**config.mk**
```make
export PLATFORM = sky130hd
export DESIGN_NAME = pwm_out
export DESIGN_NICKNAME = d
export VERILOG_FILES = /design/src/rtl/pwm_out.sv
export SDC_FILE = /design/constraint.sdc
export NUM_CORES = 1
export LEC_CHECK = 0
export ABC_AREA = 1
export CAP_MARGIN = 10
export CORE_MARGIN = 3
export CORE_UTILIZATION = 45
export DETAILED_ROUTE_END_ITERATION = 10
export PLACE_DENSITY = 0.83
export SLEW_MARGIN = 25
export SYNTH_ARGS = -nofsm -noshare
export SYNTH_HDL_FRONTEND = slang
export SYNTH_SLANG_ARGS = --single-unit
```
**constraint.sdc**
```tcl
create_clock -name sclk -period 8.45 [get_ports sclk]
set_clock_uncertainty 0.2 [all_clocks]
set_input_delay 0.845 -clock sclk [delete_from_list [all_inputs] [get_ports sclk]]
set_output_delay 0.845 -clock sclk [all_outputs]
set_load 0.03 [all_outputs]
```
**src/rtl/pwm_out.sv**
```systemverilog
// -----------------------------------------------------------------------------
// pwm_out
//
// PWM generator fed by a signed integer controller word (pid_in). A free-running
// period counter (cnt) runs 0..PERIOD-1 while the block is active. The duty
// value is latched from pid_in only at period boundaries. The value is clamped
// to 0..PERIOD, and the clamp direction is reported on sat_lo/sat_hi.
// sample_tick fires in the last cycle of each period. It enables the upstream
// PID stage, so the PID register and the duty latch update on the same edge.
// Dropping run lets the current period finish before the block goes idle.
//
// Ports
//   sclk        in   sole clock, rising edge
//   rst         in   synchronous active-low reset
//   run         in   1 = operate, 0 = graceful stop at the end of the period
//   pid_in      in   [Width-1:0] signed controller word, integer
//   pwm         out  PWM drive (registered)
//   sample_tick out  one-cycle strobe in the last cycle of each active period
//   duty        out  [CntW-1:0] duty in effect, in sclk cycles
//   sat_hi      out  last latched pid_in was above PERIOD
//   sat_lo      out  last latched pid_in was negative
//   dbg_state   out  [1:0] FSM state: 0 = IDLE, 1 = RUN, 2 = DRAIN
//
// Handshake: none. run is a plain level, and sample_tick is a single-cycle
// strobe that the consumer takes on the edge that ends its high cycle.
// -----------------------------------------------------------------------------
module pwm_out #(
    parameter int Width  = 18,
    parameter int CntW   = 10,
    parameter int PERIOD = 1000
) (
    input  logic                    sclk,
    input  logic                    rst,
    input  logic                    run,
    input  logic signed [Width-1:0] pid_in,
    output logic                    pwm,
    output logic                    sample_tick,
    output logic [CntW-1:0]         duty,
    output logic                    sat_hi,
    output logic                    sat_lo,
    output logic [1:0]              dbg_state
);

    typedef enum logic [1:0] {
        S_IDLE  = 2'd0,
        S_RUN   = 2'd1,
        S_DRAIN = 2'd2
    } state_t;

    // PERIOD as a full-width signed value, so the clamp compare never
    // truncates pid_in first.
    localparam logic signed [Width-1:0] PERIOD_S = Width'(PERIOD);
    localparam logic [CntW-1:0]         PERIOD_C = CntW'(PERIOD);
    localparam logic [CntW-1:0]         LAST_C   = CntW'(PERIOD - 1);

    state_t          state_q, state_d;
    logic [CntW-1:0] cnt_q, cnt_d;
    logic [CntW-1:0] duty_q, duty_d;
    logic            sat_hi_q, sat_hi_d;
    logic            sat_lo_q, sat_lo_d;
    logic            pwm_q, pwm_d;
    logic            tick_q, tick_d;

    // Clamped view of pid_in, applied only when do_latch is set.
    logic [CntW-1:0] lat_duty;
    logic            lat_hi;
    logic            lat_lo;

    always_comb begin
        lat_duty = pid_in[CntW-1:0];
        lat_hi   = 1'b0;
        lat_lo   = 1'b0;
        if (pid_in < 0) begin
            lat_duty = '0;
            lat_lo   = 1'b1;
        end else if (pid_in > PERIOD_S) begin
            lat_duty = PERIOD_C;
            lat_hi   = 1'b1;
        end
    end

    logic            wrap;
    logic [CntW-1:0] cnt_inc;
    logic            do_latch;

    always_comb begin
        wrap     = (cnt_q == LAST_C);
        cnt_inc  = wrap ? '0 : cnt_q + 1'b1;
        do_latch = 1'b0;
        state_d  = state_q;
        cnt_d    = cnt_q;
        duty_d   = duty_q;
        sat_hi_d = sat_hi_q;
        sat_lo_d = sat_lo_q;

        case (state_q)
            S_IDLE: begin
                cnt_d = '0;
                if (run) begin
                    state_d  = S_RUN;
                    do_latch = 1'b1;
                end
            end
            S_RUN: begin
                cnt_d = cnt_inc;
                if (wrap) do_latch = 1'b1;
                if (!run) state_d = S_DRAIN;
            end
            S_DRAIN: begin
                cnt_d = cnt_inc;
                if (run) begin
                    // Re-raised run resumes without disturbing the period.
                    // A relatch happens only if this edge is also the wrap.
                    state_d = S_RUN;
                    if (wrap) do_latch = 1'b1;
                end else if (wrap) begin
                    state_d = S_IDLE;
                end
            end
            default: begin
                state_d = S_IDLE;
                cnt_d   = '0;
            end
        endcase

        if (do_latch) begin
            duty_d   = lat_duty;
            sat_hi_d = lat_hi;
            sat_lo_d = lat_lo;
        end

        // Outputs are computed from next-state values and then registered.
        // They therefore equal a decode of the current registers and have no
        // path from pid_in to the pins.
        pwm_d  = (state_d != S_IDLE) && (cnt_d < duty_d);
        tick_d = (state_d != S_IDLE) && (cnt_d == LAST_C);
    end

    always_ff @(posedge sclk) begin
        if (!rst) begin
            state_q  <= S_IDLE;
            cnt_q    <= '0;
            duty_q   <= '0;
            sat_hi_q <= 1'b0;
            sat_lo_q <= 1'b0;
            pwm_q    <= 1'b0;
            tick_q   <= 1'b0;
        end else begin
            state_q  <= state_d;
            cnt_q    <= cnt_d;
            duty_q   <= duty_d;
            sat_hi_q <= sat_hi_d;
            sat_lo_q <= sat_lo_d;
            pwm_q    <= pwm_d;
            tick_q   <= tick_d;
        end
    end

    assign pwm         = pwm_q;
    assign sample_tick = tick_q;
    assign duty        = duty_q;
    assign sat_hi      = sat_hi_q;
    assign sat_lo      = sat_lo_q;
    assign dbg_state   = state_q;

endmodule

```
==> results.md, run 1 <==
- The run finished with clean final reports.
- The number of different library cells used by synthesis comes to 29.
- After detailed routing, the total wire length is 3370 um.
- The clock-pin transition on the worst setup and hold timing paths is 0.13 ns.
- The number of enable flip-flop cells after synthesis is 0.
- The DRC violation total after the first TritonRoute iteration is 91.
- The worst-case IR drop observed on VDD is 57.1 uV.
- The number of antenna violations at the first check in global routing is 0.
- In this run the worst path has a maximum fanout of 14.
- The die is 65.7 um tall.
- Counting I/O delays and the setup requirement, the final critical path takes 3.33 ns.
- inv_1 is the most common cell in the netlist.
- The final total negative setup slack is 0 ns.
- The first-pass iteration count of the detailed router is 4.
- The worst register-to-register path has a setup slack of 5.52 ns.
- The static power due to leakage is 0.920 nW.
- The most common flop cell mapped by yosys is dfxtp_1.
- Across the run, the number of max-cap violations was 0.
- The DRC violation count after routing is 0.
- The deepest level of the CTS H-tree is 1.
- The worst hold path terminates at sat_lo.
- The fraction of layout cells with a size suffix above 1 is 7.60%.
- The fraction of post-synthesis cell area in the top cell type by area is 32.4%.
- The tree built by TritonCTS fans out to 26 sinks.
- The commonest cells after synthesis are 38 x inv_1, 37 x nor2_1, 35 x nand2_1, 26 x dfxtp_1, 14 x ha_1.
- The largest net degree at the start of global routing is 26.
- In this run, placement finished with an instance count of 306.
- Data arrives at the worst endpoint at 3.39 ns.
- Setup violations remaining at the end of the flow were counted as 0.
- The initial utilization of the core area, before any placement, comes to 47.3%.
- The remaining antenna violation count after routing is 0.
- For this run, asynchronously set or reset flops after synthesis account for 0%.
- Counting cells, the worst reg-to-reg path comes to 17.
- In this run the post-CTS setup repair buffer count came out at 0.
- The number of hold buffers added after CTS was 0.
- In this run the power density over the cells is 125 nW/um^2.
- The number of failing hold endpoints at the final stage was 0.
- The HPWL reported at the end of detailed placement is 2790 um.
- The worst hold path belongs to the class flop to flop.
- The flip-flop and latch count after synthesis is 26.
- In this run the tool buffered the top-level ports with 36 buffer cells.
- The number of instances in the synthesized netlist is 227.
- The highest attainable clock frequency is 300 MHz.
- The number of vias per cell after detailed routing is 4.94.
- The number of gates resized after CTS was 0.
- After synthesis the cells add up to 1600 um^2.
- The area growth from synthesis to layout is 26.7%.
- The type of the setup path with the least slack is primary input to flop.
- The met1 track utilization from global routing is 21.3%.
- The width of the die is 65.7 um.
- The final routed wire length divided by cell count is 10.9 um.
- The TritonCTS clock tree is built.
- The site row count is 21.
- At the end of routability-driven placement, the weighted congestion stood at 0.836.
- The die covers 4320 um^2.
- The met3 track utilization from global routing is 3.42%.
- The repair_antennas step left the layout with diodes totalling 0.
- The library cell with the largest summed area after synthesis is dfxtp_1.
- Setup repair after global routing left no endpoint under its margin.
- The finished layout holds 309 standard cells, fillers aside.
- The core region is 3390 um^2.
- STA puts the critical path data required time at 8.50 ns.
- The launching point of the worst reg2reg path is cnt_q[0].
- In the global route stage, met2 resource usage came out at 29.3%.
- The post-route clock period utilization is 39.5%.
- No sink is reached through more buffers than the 2 on the longest clock path.
- The startpoint identified for the worst hold timing path is sat_lo.
- The tree is rooted in a clkbuf_4.
- The worst relative slew slack is 50.0%.
- The total count of max-transition violations in the final report is 0.
- The via count is 1526.
- The later pin in the worst-skew pair is clocked with a latency of 0.31 ns.
- STA classifies the critical path startpoint as a primary input.
- The first global-routing pass estimated 5910 um of wire.
- The sequential area share after synthesis is 32.4%.
- The average instance in the mapped netlist occupies 7.07 um^2.
- The capture point of the worst reg-to-reg path is pwm.
- The overflow left after global routing is 0.
- In the final design database the tool counted 300 nets.
- In the global route stage, overall resource usage came out at 16.9%.
- The number of cells traversed by the worst hold path is 2.
- At the pin with the least slew margin, the transition time is 0.749 ns.
- The number of buffers created by CTS is 3.
- The number of nets in the synthesized netlist is 262.
- 37 I/O pins were placed.
- The layer flagged by global routing as most heavily used is met2.
- The number of global-route vias before repair is 1442.
- In the post-synthesis netlist, the biggest area contributors are dfxtp_1 32%, ha_1 11%, inv_1 8.9%, nor2_1 8.7%, nand2_1 8.2%.
- The worst setup path is captured at a flop.
- For this run, the number of Yosys warnings is 0.
==> area by class of cell <==
class / count / area (um^2)
Clock buffer: 3 / 22.5
Fill cell: 316 / 1360
Multi-Input combinational cell: 159 / 925
Timing Repair Buffer: 36 / 360
Inverter: 39 / 146
Tap cell: 46 / 57.6
Sequential cell: 26 / 520
==> critical path, cell delays in order <==
cell	delay, ns
clkdlybuf4s50_1	0.54
o21ai_0	0.15
a21oi_1	0.24
nand2_4	0.18
nor2_8	0.14
inv_2	0.09
a21oi_2	0.18
a22oi_1	0.12
ha_1	0.28
nand2_1	0.07
o21a_1	0.12
o22ai_1	0.06
nor4_1	0.17
nand2_1	0.08
a21oi_1	0.11
==> stage by stage <==
step           cell area (um^2)  util, %  hold slack (ns)  total power [W]  setup slack (ns)
2_1_floorplan              1600        -            0.356         0.000178              5.53
3_3_place_gp               2010     59.3            0.257         0.000205              4.87
3_5_place_dp               2010     59.3            0.270         0.000206              4.81
4_1_cts                    2030     59.9            0.291         0.000256              5.14
5_1_grt                    2030     59.9            0.305         0.000270              4.84
6_report                   2030     59.9            0.288         0.000253              5.12
==> registers in the layout (all words and copies together), names as in the netlist <==
register / flops
cnt_q: 10
duty: 10
dbg_state: 2
pwm: 1
sample_tick: 1
sat_hi: 1
sat_lo: 1
==> logic make-up (layout without fill, tap and decap cells) <==
kind of cell	Yosys count	after routing	synth area share (%)
AND/OR/NAND/NOR	110	110	31.7
buffers and inverters	42	78	9.91
AO/OA/AOI/OAI	32	32	13.3
flip-flops	26	26	32.4
adder cells (fa/ha/maj)	14	14	10.9
XOR/XNOR	3	3	1.64
==> layer usage <==
metal	up-vias	part of all wire (%)
met5	-	0
met2	33	46
met4	0	0.68
met1	685	48
li1	804	-
met3	4	4.7
==> worst max path at each step <==
stage            startpoint  end  slack (ns)  cells after the start
2_1_floorplan  dbg_state[0]  pwm        5.53                     15
3_3_place_gp            run  pwm        4.87                     15
3_5_place_dp            run  pwm        4.81                     15
4_1_cts                 run  pwm        5.14                     15
5_1_grt                 run  pwm        4.84                     15
6_report                run  pwm        5.12                     15
==> power by group <==
part,leakage [nW],internal (W),switching (W)
clock network,0.0138,0.0000166,0.0000338
registers,0.211,0.000128,0.00000408
logic,0.695,0.0000295,0.0000413
==> cell usage in the layout, fill, tap and decap left out, types with 7 or more instances in the layout <==
master / count
nand2_1: 35
dfxtp_1: 26
ha_1: 14
nor2_1: 37
a21oi_2: 7
nor3_1: 8
nand3_1: 10
clkdlybuf4s50_1: 36
a21oi_1: 13
inv_1: 38
(Power assumes the default switching activity.)
==> inputs of run 2 (changes only) <==
--- a/config.mk
+++ b/config.mk
@@ -10,7 +10,7 @@
 export CORE_MARGIN = 3
 export CORE_UTILIZATION = 45
 export DETAILED_ROUTE_END_ITERATION = 10
-export PLACE_DENSITY = 0.83
+export PLACE_DENSITY = 0.86
 export SLEW_MARGIN = 25
 export SYNTH_ARGS = -nofsm -noshare
 export SYNTH_HDL_FRONTEND = slang
==> constraint.sdc (replaced) <==
create_clock -name sclk -period 2.8 [get_ports sclk]
set_clock_uncertainty 0.2 [all_clocks]
set_input_delay 0.28 -clock sclk [delete_from_list [all_inputs] [get_ports sclk]]
set_output_delay 0.28 -clock sclk [all_outputs]
set_load 0.03 [all_outputs]
==> run 2 against run 1 <==
Compared with the run above: die area is the same; hold slack lost 0.011 ns; register-to-register slack lost 5.6 ns; setup slack lost 5.2 ns; the run now ends with negative setup slack left; clock power grew to 3.9 times the previous value; via count grew 10%; critical path depth is the same; first-iteration DRC count grew 35%; core utilization grew 10 points; non-clock buffer count grew 23; total power grew to 3.6 times the previous value.
==> results.md, run 2 (synthesis results as in run 1) <==
- The combinational group share of total power is 33.9% (+5.9 points).
- The via count is 1682 (+10%).
- The design internal power is 0.000609 W (+250%).
- The deepest level of the CTS H-tree is 1 (unchanged).
- The number of diodes added for antenna fixing is 0 (unchanged).
- The largest vdd supply drop was 181 uV (+220%).
- The DRC violation total after the first TritonRoute iteration came to 123 (+35%).
- The remaining antenna violation count after routing is 0 (unchanged).
- The clock-pin transition on the worst setup and hold timing paths was 0.14 ns (about the same).
- The total buffers and inverters traversed by the critical path is 2 (unchanged).
- The final critical-path setup slack is -0.0781 ns (-5.19 ns).
- The required time of the worst setup path came to 2.88 ns (-5.62 ns).
- The number of vias per cell after detailed routing is 5.05 (+2.3%).
- The number of cells traversed by the worst hold path is 2 (unchanged).
- Walking the worst path, the cells encountered are buf_4 > ha_4 > o21ai_4 > a21oi_2 > nand2_4 > nor2_8 > buf_6 > a221oi_4 > ha_1 > a21oi_2 > o21a_1 > o22ai_2 > nor4_2 > nand2_1 > a21oi_2.
- The latest clock arrival within the worst-skew pair was 0.32 ns (about the same).
- The longest individual stage delay on the worst path was 0.36 ns (-0.18 ns).
- The flow ran to the end, but the final reports show violations.
- The startpoint identified for the worst register-to-register timing path is dbg_state[1].
- The starting utilization of the core area is 47.3% (unchanged).
- The worst setup path is of the flop to flop kind.
- In this run the most critical hold path is launched from sat_lo.
- The total clock sinks is 26 (unchanged).
- The total count of max-transition violations in the final report came to 0 (unchanged).
- The first-pass GRT wire length came to 6560 um (+11%).
- The sort of element at the end of the critical path is a flop.
- The global routing stage identified its most utilized layer as met2.
- The first-pass iteration count of the detailed router is 4 (unchanged).
- The count of max-cap constraint violations is 0 (unchanged).
- The endpoint identified for the worst register-to-register timing path is pwm.
- In the layout the commonest cells are 36 x nor2_1, 36 x clkdlybuf4s50_1, 35 x inv_1.
- The number of buffers created by CTS is 3 (unchanged).
- The width of the die is 65.7 um (unchanged).
- The overflow left after global routing came to 0 (unchanged).
- The number of buffers added on ports came to 36 (unchanged).
- The vertical die dimension was 65.7 um (unchanged).
- The switching share of power came to 32.4% (+1.1 points).
- Relative to the synthesized area, the layout overhead comes to 48.0%.
- The fraction of met2 tracks used by global routing is 32.9% (+3.6 points).
- The share of power burned in registers is 44.4% (-7.7 points).
- The depth of the most critical reg-to-reg path is 15 (-2).
- The final wirelength is 4520 um (+34%).
- The net load switching power is 0.000291 W (+270%).
- The count of filler cells inserted in the layout is 278 (-12%).
- The minimum setup slack among reg-to-reg paths is -0.08 ns (-5.60 ns).
- The final routed wire length divided by cell count is 13.6 um (+24%).
- The total I/O pin count was 37 (unchanged).
- For this run, the top clock speed supported by timing is 347 MHz.
- The clock network fraction of design power was 21.7% (+1.8 points).
- The cell type group with the largest total delay on the critical path is compound AO/OA/AOI/OAI gates.
- The final period demand of the worst path is 2.88 ns.
- The maximum net fanout on the critical path is 5 (-9).
- The largest net degree at the start of global routing came to 25 (-3.8%).
- The worst relative slew slack is 76.2% (+26 points).
- The number of global-route vias before repair is 1640 (+14%).
- The final reports fail on negative setup slack.
- The cell sitting at the root of the clock tree is a clkbuf_4.
- The total routing usage reported by global routing came to 19.0% (+2.1 points).
- The number of failing hold endpoints at the final stage is 0 (unchanged).
- STA classifies the critical path startpoint as a flop.
- The path class of the tightest hold or removal check is flop to flop.
- By instance count, the cell type seen most on the critical path is a21oi_2.
- The met1 track utilization from global routing came to 23.4% (+2.1 points).
- The data arrival time of the worst path was 2.95 ns (-0.44 ns).
- The DRC violation count after routing is 0 (unchanged).
- The static power due to leakage is 1.07 nW (+17%).
- The floorplan core area was 3390 um^2 (unchanged).
- The met3 track utilization from global routing is 3.59% (+0.17 points).
- TritonCTS built the clock tree.
- The fraction of layout cells with a size suffix above 1 was 23.0% (+15 points).
- The number of placed instances, taps included was 323 (+5.6%).
- The end-of-flow core utilization came to 70.0% (+10 points).
- The last weighted congestion value of the routability-driven placer is 0.847 (+1.3%).
- The full die area was 4320 um^2 (unchanged).
- The maximum clock path buffer count is 2 (unchanged).
- For hold timing, the worst endpoint is sat_lo.
- The HPWL reported at the end of detailed placement is 3070 um (+10%).
- The final layout net count was 323 (+7.7%).
- The site row count is 21 (unchanged).
- The slew at the pin closest to its max-slew limit is 0.354 ns (-0.394 ns).
- The number of antenna violations at the first check in global routing is 0 (unchanged).
- The total setup violations reported at the end of the flow came to 1 (+1).
- Setup repair after global routing could not meet its margin everywhere.
- For this design, the slowest cell found on the critical path is dfxtp_2.
- The post-route clock period utilization is 103%.
- The power density over cell area is 379 nW/um^2 (+200%).
- The final instance count without filler cells is 333 (+7.8%).
==> run 2: cell types whose count changed in the layout (fill, tap and decap cells not counted), sizes merged <==
cell	previous run	this run
buf	0	23
clkbuf	3	4
==> run 2: worst min-delay path, stage by stage, from the launching register on <==
cell,delay [ns]
dfxtp_1,0.34
inv_1,0.05
a211oi_1,0.06
==> run 2: repair_timing <==
action,4_1_cts,5_1_grt
gates resized for setup,1,32
hold buffers,0,0
setup endpoints to repair,1,1
pin swaps,0,16
setup buffers,0,6
==> run 2: power by group through the flow <==
stage | Sequential, W | Combinational, W | Clock [W]
after global placement | 0.000404 | 0.000244 | 0
after detailed placement | 0.000404 | 0.000248 | 0
after CTS | 0.000396 | 0.000250 | 0.000191
after floorplan | 0.000432 | 0.000105 | 0
final | 0.000399 | 0.000305 | 0.000195
after global routing | 0.000401 | 0.000328 | 0.000209
==> run 2: routing by layer <==
| metal | part of all wire, % | up-vias | wire, um |
|---|---|---|---|
| met5 | 0 | - | 0 |
| met2 | 50 | 53 | 2250 |
| met1 | 42 | 763 | 1900 |
| met3 | 4.6 | 16 | 208 |
| met4 | 3.5 | 0 | 157 |
| li1 | - | 850 | - |
==> run 2: final cells by class <==
type                            count  area (um^2)  area share (%)
Clock buffer                        4         36.3            1.53
Sequential cell                    26          526            22.1
Inverter                           39          149            6.27
Multi-Input combinational cell    159         1050            44.3
Tap cell                           46         57.6            2.42
Timing Repair Buffer               59          553            23.3
==> run 2: how the worst max path moves through the flow <==
| stage | from | endpoint | slack (ns) | cells past startpoint |
|---|---|---|---|---|
| final | dbg_state[1] | pwm | -0.08 | 15 |
| after detailed placement | run | pwm | -0.10 | 13 |
| after CTS | dbg_state[1] | pwm | 0.009 | 15 |
| after global routing | cnt_q[0] | pwm | -0.16 | 15 |
| after global placement | run | pwm | -0.08 | 13 |
| after floorplan | dbg_state[0] | pwm | 0.02 | 15 |
==> run 2: stage by stage <==
stage / cell area [um^2] / total power [W] / TNS (ns) / hold WS (ns) / setup WS, ns
after floorplan: 1610 / 0.000537 / 0 / 0.230 / 0.0169
after global placement: 2140 / 0.000648 / -0.0818 / 0.253 / -0.0818
after detailed placement: 2140 / 0.000653 / -0.101 / 0.255 / -0.101
after CTS: 2180 / 0.000837 / 0 / 0.274 / 0.00933
after global routing: 2370 / 0.000937 / -0.164 / 0.286 / -0.164
final: 2370 / 0.000900 / -0.0781 / 0.276 / -0.0781
==> inputs of run 3 (changes only) <==
--- a/config.mk
+++ b/config.mk
@@ -10,7 +10,8 @@
 export CORE_MARGIN = 3
 export CORE_UTILIZATION = 45
 export DETAILED_ROUTE_END_ITERATION = 10
-export PLACE_DENSITY = 0.86
+export DONT_BUFFER_PORTS = 1
+export PLACE_DENSITY = 0.72
 export SLEW_MARGIN = 25
 export SYNTH_ARGS = -nofsm -noshare
 export SYNTH_HDL_FRONTEND = slang
==> run 3 against run 2 <==
Compared with the run above: the run ends with negative hold slack left; final cell count decreased by 12%; critical path depth increased by 2; count of clock-buffer cells in the layout unchanged; flip-flop and latch count unchanged; sequential power increased by 6.0%; hold slack got worse by 0.29 ns; sequential share of layout area increased by 4.7 points; critical endpoint unchanged; largest power group unchanged.
==> results.md, run 3 (synthesis results as in run 1) <==
- The DRC violation count after routing was 0 (unchanged).
- The largest vdd supply drop came to 203 uV (+12%).
- The number of antenna violations at the first check in global routing is 0 (unchanged).
- The TritonCTS clock tree is built.
- The startpoint identified for the worst hold timing path is run.
- The count of filler cells inserted in the layout was 310 (+12%).
- The total buffers and inverters traversed by the critical path came to 1 (-1).
- The data arrival time of the worst path is 2.72 ns (-0.23 ns).
- The type of the setup path with the least slack is flop to flop.
- The worst relative slew slack was 74.0% (-2.1 points).
- The number of cells traversed by the worst hold path is 4 (+2).
- The full die area is 4320 um^2 (unchanged).
- The CTS root buffer is clkbuf_4.
- The final wirelength is 3720 um (-18%).
- The vertical die dimension is 65.7 um (unchanged).
- The number of vias per cell after detailed routing is 5.11 (+1.1%).
- The area added between synthesis and finish is 22.5%.
- The switching share of power is 32.5% (+0.16 points).
- The last weighted congestion value of the routability-driven placer is 0.879 (+3.7%).
- The highest attainable clock frequency is 378 MHz (+8.7%).
- The signal on the critical path passes through ha_4 > nand2_4 > nor2_4 > nand3_4 > nand2_2 > nand2_4 > nor2_8 > inv_6 > a21oi_4 > a22oi_2 > ha_1 > nand2_1 > o21a_1 > o22ai_1 > nor4_1 > nand2_1 > a21oi_1.
- The starting utilization of the core area came to 47.3% (unchanged).
- The minimum setup slack among reg-to-reg paths came to 0.15 ns (+0.23 ns).
- The clock network fraction of design power is 24.5% (+2.8 points).
- The checks that failed: negative hold slack.
- The post-route clock period utilization is 94.6% (-8.2 points).
- The overflow left after global routing came to 0 (unchanged).
- The number of diodes added for antenna fixing is 0 (unchanged).
- The first-pass GRT wire length was 5840 um (-11%).
- The cell type of the slowest stage on the worst timing path is dfxtp_2.
- The first-pass iteration count of the detailed router is 4 (unchanged).
- The site row count is 21 (unchanged).
- The worst-case hold slack is -0.0168 ns (-0.293 ns).
- The final routed wire length divided by cell count is 12.7 um (-6.2%).
- The final period demand of the worst path was 2.65 ns (-0.229 ns).
- The static power due to leakage is 0.899 nW (-16%).
- The required time of the worst setup path is 2.87 ns (about the same).
- The launching point of the worst reg2reg path is cnt_q[1].
- The sort of element at the end of the critical path is a flop.
- The capture point of the worst reg-to-reg path is pwm.
- The type of origin of the critical path is a flop.
- The total clock sinks was 26 (unchanged).
- The maximum clock path buffer count is 2 (unchanged).
- The total I/O pin count is 37 (unchanged).
- The sink of the worst hold path is dbg_state[0].
- The combinational group share of total power came to 22.6% (-11 points).
- The number of failing hold endpoints at the final stage is 1 (+1).
- The number of global-route vias before repair was 1373 (-16%).
- The depth of the most critical reg-to-reg path is 17 (+2).
- Leaving out fill and tap cells, the most frequent cell in the layout is nor2_1.
- The total setup violations reported at the end of the flow came to 0 (-1).
- The end-of-flow core utilization is 58.0% (-12 points).
- The HPWL reported at the end of detailed placement was 2710 um (-12%).
- The floorplan core area is 3390 um^2 (unchanged).
- The number of buffers added on ports is 0 (-100%).
- The longest individual stage delay on the worst path came to 0.38 ns (+0.02 ns).
- The remaining antenna violation count after routing is 0 (unchanged).
- The number of cells on the critical path is 17 (+2).
- The share of power burned in registers is 52.9% (+8.5 points).
- The total count of max-transition violations in the final report is 0 (unchanged).
- The total area of sequential cells is 528 um^2 (+0.48%).
- The setup slack at placement is 0.0471 ns (+0.148 ns).
- The power density over cell area is 407 nW/um^2 (+7.2%).
- The number of buffers created by CTS is 3 (unchanged).
- The run finished, with violations left.
- The design internal power is 0.000539 W (-11%).
- The DRC violation total after the first TritonRoute iteration is 63 (-49%).
- The tightest min-delay check is of the primary input to flop type.
- The total routing usage reported by global routing is 17.1% (-1.9 points).
- The latest clock arrival within the worst-skew pair is 0.32 ns (about the same).
- The count of max-cap constraint violations was 0 (unchanged).
- The largest net degree at the start of global routing is 25 (unchanged).
- The via count was 1491 (-11%).
- The net load switching power is 0.000260 W (-11%).
- The width of the die is 65.7 um (unchanged).
- The multi-input logic area is 1040 um^2 (-1.4%).
- The maximum net fanout on the critical path is 6 (+1).
- In the layout the commonest cells are 36 x nor2_1, 35 x inv_1, 34 x nand2_1.
- The final layout net count was 282 (-13%).
- The deepest level of the CTS H-tree was 1 (unchanged).
- Broken down by cell family, the worst path's largest delay share belongs to simple AND/OR/NAND/NOR gates.
- The clock-pin transition on the worst setup and hold timing paths is 0.15 ns (about the same).
- The final critical-path setup slack is 0.151 ns (+0.229 ns).
- The fraction of layout cells with a size suffix above 1 came to 22.0% (-1.0 points).
- The slew at the pin closest to its max-slew limit was 0.386 ns (+0.0315 ns).
[run 3: cell count changes in the layout (fill, tap and decap cells not counted), moves of 2 or more]
cell	previous run	this run
clkdlybuf4s50_1	36	0
buf_4	20	11
dlygate4sd3_1	0	7
a21oi_1	7	10
a21oi_2	11	8
a22oi_1	3	1
a22oi_2	0	2
buf_6	2	0
ha_1	10	8
ha_2	1	3
[run 3: final cells by class]
cell class	instances	area share (%)
sequential	26	26.9
clock buffer	4	1.85
tap	46	2.93
multi-input combinational	159	52.8
inverter	39	7.83
timing repair buffer	18	7.77
[run 3: routing by layer]
| layer | share of wire (%) | global-route usage, % | up-vias | wire length [um] |
|---|---|---|---|---|
| li1 | - | - | 771 | - |
| met1 | 47 | 23.3 | 672 | 1740 |
| met2 | 46 | 27.7 | 44 | 1710 |
| met3 | 5.9 | 2.39 | 4 | 221 |
| met4 | 1.2 | 5.44 | 0 | 44 |
| met5 | 0 | 0 | - | 0 |
[run 3: per-stage QoR]
| stage | setup TNS (ns) | area [um^2] | cells | power (W) |
|---|---|---|---|---|
| after global routing | -0.0529 | 1970 | 292 | 0.000841 |
| after global placement | 0 | 1700 | 276 | 0.000574 |
| after detailed placement | 0 | 1700 | 276 | 0.000575 |
| final | 0 | 1970 | 292 | 0.000799 |
| after floorplan | 0 | 1610 | 227 | 0.000537 |
| after CTS | 0 | 1830 | 288 | 0.000783 |
[run 3: what timing repair did]
item	CTS	global route
setup buffers	1	4
endpoints found under the hold margin	7	0
setup endpoints to repair	1	1
pin swaps	5	14
gates resized for setup	7	26
hold buffers	7	0
[run 3: power groups by stage]
stage | clock network, W | logic [W] | registers [W]
6_report | 0.000195 | 0.000181 | 0.000423
4_1_cts | 0.000201 | 0.000160 | 0.000422
3_3_place_gp | 0 | 0.000144 | 0.000430
3_5_place_dp | 0 | 0.000145 | 0.000430
2_1_floorplan | 0 | 0.000105 | 0.000432
5_1_grt | 0.000212 | 0.000204 | 0.000425
[run 3: worst register-to-register path, delay by kind of cell (launching register included)]
family / cells / cell delay (ns)
compound gates: 5 / 0.53
fa+ha+maj: 2 / 0.46
buf+inv: 1 / 0.07
flops: 1 / 0.38
simple gates: 9 / 0.96
[run 3: worst max path at each step]
stage,start,endpoint,slack [ns]
6_report,cnt_q[1],pwm,0.15
5_1_grt,cnt_q[1],pwm,-0.05
4_1_cts,cnt_q[0],pwm,0.004
3_5_place_dp,dbg_state[1],pwm,0.05
3_3_place_gp,dbg_state[0],pwm,0.12
2_1_floorplan,dbg_state[0],pwm,0.02
